**src/rtl/btn_pkg.sv**
```systemverilog
// ============================================================================
// Module : btn_pkg
// Desc   : State encodings shared by the press generator and the detector benches.
// Rev    : 1.0 - initial release
// ============================================================================
`default_nettype none

package btn_pkg;

  localparam logic [1:0] ST_IDLE  = 2'd0;
  localparam logic [1:0] ST_PRESS = 2'd1;
  localparam logic [1:0] ST_GAP   = 2'd2;

endpackage

`default_nettype wire

```
**src/rtl/sat_updown_counter.sv**
```systemverilog
// ============================================================================
// Module : sat_updown_counter
// Desc   : Unsigned up/down counter clamped to [0, MAX_PEND]; inc+dec together hold.
// Rev    : 1.0 - initial release
// ============================================================================
`default_nettype none

module sat_updown_counter #(
  parameter int PW       = 3,
  parameter int MAX_PEND = 7
) (
  input  logic          clk,
  input  logic          rst_n,
  input  logic          inc,
  input  logic          dec,
  output logic [PW-1:0] cnt,
  output logic          sat
);

  localparam logic [PW-1:0] CNT_MAX = PW'(MAX_PEND);

  assign sat = (cnt == CNT_MAX);

  always_ff @(posedge clk or negedge rst_n) begin
    if (!rst_n) begin
      cnt <= '0;
    end else if (inc && !dec && !sat) begin
      cnt <= cnt + PW'(1);
    end else if (dec && !inc && (cnt != '0)) begin
      cnt <= cnt - PW'(1);
    end
  end

endmodule

`default_nettype wire

```
**src/rtl/button_press_generator.sv**
```systemverilog
// ============================================================================
// Module : button_press_generator
// Desc   : Drives y high for a hold time then low for a gap per request, replaying queued requests.
// Rev    : 1.0 - initial release
// ============================================================================
`default_nettype none

module button_press_generator
  import btn_pkg::*;
#(
  parameter  int CW       = 8,
  parameter  int MAX_PEND = 7,
  localparam int PW       = $clog2(MAX_PEND + 1)
) (
  input  logic          clk,
  input  logic          rst_n,
  input  logic          req,
  input  logic [CW-1:0] hold_len,
  input  logic [CW-1:0] gap_len,
  output logic          y,
  output logic          busy,
  output logic          done,
  output logic          overflow,
  output logic [PW-1:0] pend_cnt
);

  logic [1:0]    state, state_nxt;
  logic [CW-1:0] cnt, cnt_nxt;
  logic [CW-1:0] gap_lat, gap_lat_nxt;
  logic          y_nxt, busy_nxt, done_nxt, overflow_nxt;

  logic [CW-1:0] hold_m1, gap_m1;
  logic          cnt_zero, gap_end, pend_nz, pend_sat, pend_inc, pend_dec;

  // Zero lengths behave as one cycle, so the counter load saturates at 0.
  assign hold_m1  = (hold_len == '0) ? '0 : hold_len - CW'(1);
  assign gap_m1   = (gap_len == '0)  ? '0 : gap_len - CW'(1);
  assign cnt_zero = (cnt == '0);
  assign gap_end  = (state == ST_GAP) && cnt_zero;
  assign pend_nz  = (pend_cnt != '0);
  assign pend_dec = gap_end && pend_nz;
  // A req on the last gap cycle with an empty queue starts the next press directly.
  assign pend_inc = req && (state != ST_IDLE) && !(gap_end && !pend_nz);

  sat_updown_counter #(
    .PW       (PW),
    .MAX_PEND (MAX_PEND)
  ) u_pend (
    .clk   (clk),
    .rst_n (rst_n),
    .inc   (pend_inc),
    .dec   (pend_dec),
    .cnt   (pend_cnt),
    .sat   (pend_sat)
  );

  always_ff @(posedge clk or negedge rst_n) begin
    if (!rst_n) begin
      state    <= ST_IDLE;
      cnt      <= '0;
      gap_lat  <= '0;
      y        <= 1'b0;
      busy     <= 1'b0;
      done     <= 1'b0;
      overflow <= 1'b0;
    end else begin
      state    <= state_nxt;
      cnt      <= cnt_nxt;
      gap_lat  <= gap_lat_nxt;
      y        <= y_nxt;
      busy     <= busy_nxt;
      done     <= done_nxt;
      overflow <= overflow_nxt;
    end
  end

  always_comb begin
    state_nxt   = state;
    cnt_nxt     = cnt;
    gap_lat_nxt = gap_lat;
    case (state)
      ST_IDLE: begin
        if (req) begin
          state_nxt   = ST_PRESS;
          cnt_nxt     = hold_m1;
          gap_lat_nxt = gap_m1;
        end
      end
      ST_PRESS: begin
        if (cnt_zero) begin
          state_nxt = ST_GAP;
          cnt_nxt   = gap_lat;
        end else begin
          cnt_nxt = cnt - CW'(1);
        end
      end
      ST_GAP: begin
        if (cnt_zero) begin
          if (pend_nz || req) begin
            state_nxt   = ST_PRESS;
            cnt_nxt     = hold_m1;
            gap_lat_nxt = gap_m1;
          end else begin
            state_nxt = ST_IDLE;
          end
        end else begin
          cnt_nxt = cnt - CW'(1);
        end
      end
      default: begin
        state_nxt = ST_IDLE;
        cnt_nxt   = '0;
      end
    endcase
  end

  always_comb begin
    y_nxt        = (state_nxt == ST_PRESS);
    busy_nxt     = (state_nxt != ST_IDLE);
    done_nxt     = (state == ST_PRESS) && (state_nxt == ST_GAP);
    overflow_nxt = pend_inc && !pend_dec && pend_sat;
  end

endmodule

`default_nettype wire

```
**config.mk**
```make
export PLATFORM = sky130hd
export DESIGN_NAME = button_press_generator
export DESIGN_NICKNAME = d
export VERILOG_FILES = /design/src/rtl/btn_pkg.sv /design/src/rtl/sat_updown_counter.sv /design/src/rtl/button_press_generator.sv
export SDC_FILE = /design/constraint.sdc
export NUM_CORES = 1
export LEC_CHECK = 0
export CAP_MARGIN = 20
export CORE_MARGIN = 10
export CORE_UTILIZATION = 53
export DETAILED_ROUTE_END_ITERATION = 12
export PLACE_DENSITY_LB_ADDON = 0.25
export SLEW_MARGIN = 20
export SYNTH_ARGS = -nofsm -noshare
export SYNTH_HDL_FRONTEND = slang
export SYNTH_SLANG_ARGS = --single-unit
export TNS_END_PERCENT = 100
```
**constraint.sdc**
```tcl
create_clock -name clk -period 3.8 [get_ports clk]
set_input_delay 1.14 -clock clk [delete_from_list [all_inputs] [get_ports clk]]
set_output_delay 1.14 -clock clk [all_outputs]
set_load 0.02 [all_outputs]
```
Yosys cells after proc, flatten, opt, wreduce, memory -nomap -nowiden
Index checks and enable logic that the tools add are counted.

Output and inout bits: 7. Bits of input ports: 19. Logic and storage cells: 68. Register bits after elaboration: 25.

Eq/ne operators: 9. Muxes and demuxes: 18. Add/subtract/negate cells: 5. Reductions and logical operators: 28.

Operator list (number): 8-bit 2-to-1 mux (9); 8-bit zero test (3); 8-bit one-hot mux with 3 select lines (1); 8-bit by 1-bit subtractor with 8-bit output (second input constant) (3); 8-bit one-hot mux with 2 select lines (1); 1-bit logical AND (11); 2-bit nonzero test (4); 2-bit 2-to-1 mux (3); 3-bit 2-to-1 mux (2); 2-bit one-hot mux with 3 select lines (1); 1-bit zero test (5); 2-bit by 1-bit == test with 1-bit output (second input constant) (2); 2-bit == test (second input constant) (2); 2-bit != test (second input constant) (2); 4-bit AND reduction (1); 3-bit by 1-bit adder with 3-bit output (second input constant) (1); 3-bit == test (second input constant) (1); 3-bit by 2-bit != test with 1-bit output (second input constant) (1); 3-bit nonzero test (1); 3-bit by 1-bit subtractor with 3-bit output (second input constant) (1); 2-bit zero test (1); 2-bit by 1-bit != test with 1-bit output (second input constant) (1); 2-bit AND reduction (1); 1-bit logical OR (1); 1-bit 2-to-1 mux (1).

Longest topological paths before layout
Depth in word-level cells: 10. Gate-level depth with buffers: 10. Mapped depth without buffers: 10.

Hierarchy
Synthesis repeated with hierarchy kept, for this count alone.

Cell total of the unflattened synthesis: 189. Area total of the unflattened synthesis: 1761.7 um^2.

By module, submodules not included: button_press_generator (instances 1, cells an instance 160, area an instance 1477.7 um^2); sat_updown_counter (instances 1, cells an instance 29, area an instance 284.0 um^2).

Least setup slack after synthesis
No wires, ideal clock.

Path type: input to register. From: input port req. To: register u_pend.cnt[1]. Data required time: 3.706 ns. Setup slack: 1.095 ns. Stages: 8. Data arrival time: 2.611 ns. Cell sequence: o21ai_0 > a31oi_1 > nand2_1 > fa_1 > nor2_1 > nor2_1 > o32ai_1 > a211oi_1.

Cells in the longest elaborated chain, start to end: 6. Elaborated cells between the ends (all ways): 9.

Ends and longest elaborated chain: start, declared (RTL line button_press_generator.sv:17) `input logic req,`; 1-bit logical AND (*) (2 in series) (RTL line button_press_generator.sv:43) `assign pend_inc = req && (state != ST_IDLE) && !(gap_end && !pend_nz);`; 1-bit zero test (RTL line sat_updown_counter.sv:29) `end else if (dec && !inc && (cnt != '0)) begin`; 1-bit logical AND (2 in series) (RTL line sat_updown_counter.sv:29); 2-bit nonzero test (no line); end signal, assigned (RTL line sat_updown_counter.sv:28) `cnt <= cnt + PW'(1);`; end signal, assigned (RTL line sat_updown_counter.sv:30) `cnt <= cnt - PW'(1);`; end, declared (RTL line sat_updown_counter.sv:16) `output logic [PW-1:0] cnt,`.

Mark *: on every way between the ends. The rest lies on a longest branch, timed or not. A chain may end at the register's enable or synchronous reset.

Final worst setup path
Ends and elaborated chain as after synthesis.

==> flow_metrics.env <==
export IMPL_setup_violations=0
export IMPL_worstSetupPathType="input port to flop"
export IMPL_die_w_um=77.3
export IMPL_grt_pass1_vias=1557
export IMPL_ff2ff_setup_slack_ns=1.11
export IMPL_grt_max_degree=26
export IMPL_worstPathMaxFanout=7
export IMPL_fmax_ghz=0.298
export IMPL_end_kind="flop"
export IMPL_critPathMostFrequentCell="nor2_1"
export IMPL_viasPerCell=6.04
export IMPL_hold_violations=0
export IMPL_final_nets=243
export IMPL_core_area_mm2=0.00310
export IMPL_synthTopCellsByArea="dfrtp_1 36%, nand2_1 4.1%, xnor2_1 3.5%"
export IMPL_place_ws_ns=0.165
export IMPL_power_density_mw_per_mm2=698
export IMPL_die_y_um=77.3
export IMPL_detail_route_first_pass_iterations=4
export IMPL_clk_pin_slew_ns=0.15
export IMPL_finalMaxSlewViolations=0
export IMPL_cp_cell_sequence="clkdlybuf4s50_1, o21ai_0, a31oi_1, nand2_1, fa_1, nor2_1, nor2_1, o32ai_1, a211oi_1"
export IMPL_cp_slowest_cell="clkdlybuf4s50_1"
export IMPL_gp_congestion=0.903
export IMPL_grt_usage=0.139
export IMPL_synth_largest_area_cell="dfrtp_1"
export IMPL_syn_num_nets=223
export IMPL_synth_top_cell_area_share=0.360
export IMPL_wl_per_cell_um=15.9
export IMPL_initial_core_util=0.560
export IMPL_arrival_ns=3.60
export IMPL_drive_above_1_share=0.0688
export IMPL_drc_errors=0
export IMPL_setup_tns_ns=0
export IMPL_grt_setup_unrepaired="false"
export IMPL_fin_crit_sh=0.883
export IMPL_maxCapViolations=0
export IMPL_syn_area_per_cell_um2=8.74
export IMPL_antenna_found_initial=0
export IMPL_yosysMostFrequentCell="dfrtp_1"
export IMPL_holdCritPathClass="flop to flop"
export IMPL_dp_hpwl_um=3180
export IMPL_postCtsHoldBufs=0
export IMPL_cts_root_buf="clkbuf_4"
export IMPL_clockBufferDepth=2
export IMPL_async_reset_ff_frac=1.00
export IMPL_wirelength_um=4160
export IMPL_ir_worst_vdd_mv=0.284
export IMPL_ys_flop_type="dfrtp_1"
export IMPL_cp_num_buf_inv=1
export IMPL_num_vias=1583
export IMPL_tightest_slew_ns=0.702
export IMPL_ys_warn_count=0
export IMPL_clkLatencyLatePin_ns=0.32
export IMPL_syn_cell_area_mm2=0.00174
export IMPL_rows=20
export IMPL_grt_overflow=0
export IMPL_cts_tree="done"
export IMPL_start_kind="input port"
export IMPL_clock_skew_ns=0.00580
export IMPL_period_needed_ns=3.35
export IMPL_port_buffers=25
export IMPL_ios=26
export IMPL_netlist_instances=199
export IMPL_leakagePower_nw=0.798
export IMPL_relSlewSlack=0.528
export IMPL_cts_buffers=3
export IMPL_synth_edf_count=0
export IMPL_drt_iter0_drc=228
export IMPL_ys_types=49
export IMPL_outcome="finished clean"
export IMPL_fp_dieArea_mm2=0.00597
export IMPL_postCtsSetupRepairBufs=0
export IMPL_syn_to_final_growth_pct=16.2
export IMPL_ys_seq_area_frac=0.360
export IMPL_synth_commonest_cells="25 x dfrtp_1, 19 x nand2_1, 14 x nor2_1"
export IMPL_slowest_delay_ns=0.60
export IMPL_cts_sinks=25
export IMPL_timing_final_ws_setup_ns=0.446
export IMPL_cpLargestDelayFamily="compound AO/OA/AOI/OAI gates"
export IMPL_required_ns=4.05
export IMPL_num_antenna_cells=0
export IMPL_ys_seq_elements=25
export IMPL_ctsResizeCount=0
export IMPL_antenna_left=0
export IMPL_htree_num_levels=1
export IMPL_grt_pass1_wl_um=7080
power by group:
group          switching [mW]  internal (mW)
combinational           0.389          0.343
sequential              0.166          0.387
clock                  0.0860         0.0402
total                   0.641          0.770
metrics by stage:
step | utilization | hold WS, ns | instance area (µm²) | instances | power [mW]
final | 0.651 | 0.514 | 2020 | 262 | 1.41
after global routing | 0.651 | 0.546 | 2020 | 262 | 1.53
after CTS | 0.651 | 0.515 | 2020 | 262 | 1.41
after detailed placement | 0.642 | 0.481 | 1990 | 258 | 1.28
after global placement | 0.642 | 0.483 | 1990 | 258 | 1.24
after floorplan | - | 0.448 | 1740 | 199 | 1.08
worst reg2reg max path: cells and delay by family, from the launching register on:
| kind | cells | cell delay, ns |
|---|---|---|
| AOI/OAI and AO/OA | 3 | 0.54 |
| buffers and inverters | 1 | 0.10 |
| DFF | 1 | 0.46 |
| adders and majority gates | 2 | 0.65 |
| and+or+nand+nor | 4 | 0.84 |
sequential cells by signal, indices dropped and copies added (netlist names):
name	count
gap_lat	8
state	2
cnt	8
y	1
u_pend.cnt	3
done	1
busy	1
overflow	1
cell usage in the layout (no fill, tap or decap), types with 6 or more instances in the layout:
master,n
o31ai_1,8
xnor2_1,7
clkdlybuf4s50_1,25
o21ai_0,11
xor2_1,7
a211oi_1,6
a221oi_1,6
nand2_1,19
inv_1,10
dfrtp_1,25
nor3_1,12
a21oi_1,7
nor2_1,14
final cells by class:
cell class,count,area (µm²)
clock buffer,3,22.5
clock inverter,1,7.51
fill,279,1080
inverter,11,41.3
multi-input combinational,152,1010
sequential,25,626
tap,44,55.1
timing repair buffer,26,258
worst paths after layout:
check / start / end / cells past startpoint
worst min register to register: gap_lat[2] / gap_lat[2] / 2
max in group asynchronous: rst_n / gap_lat[5] / 2
worst max register to register: cnt[0] / u_pend.cnt[1] / 10
worst min-delay path: gap_lat[2] / gap_lat[2] / 2
min in group asynchronous: rst_n / cnt[6] / 2
worst max-delay path: req / u_pend.cnt[1] / 9
routing by layer:
metal,vias to the layer above,part of all wire,track usage
li1,779,-,-
met1,759,0.45,0.169
met2,41,0.50,0.243
met3,4,0.048,0.0268
met4,0,0.0084,0.0365
met5,-,0,0
cells by family after synthesis:
family | after synthesis | share of synthesized area
flip-flops | 25 | 0.360
buffers and inverters | 22 | 0.0590
XOR/XNOR | 14 | 0.0705
AO/OA/AOI/OAI | 60 | 0.245
adder cells (fa/ha/maj) | 5 | 0.0403
multiplexers | 2 | 0.0115
AND/OR/NAND/NOR | 71 | 0.214
(Power assumes the default switching activity.)
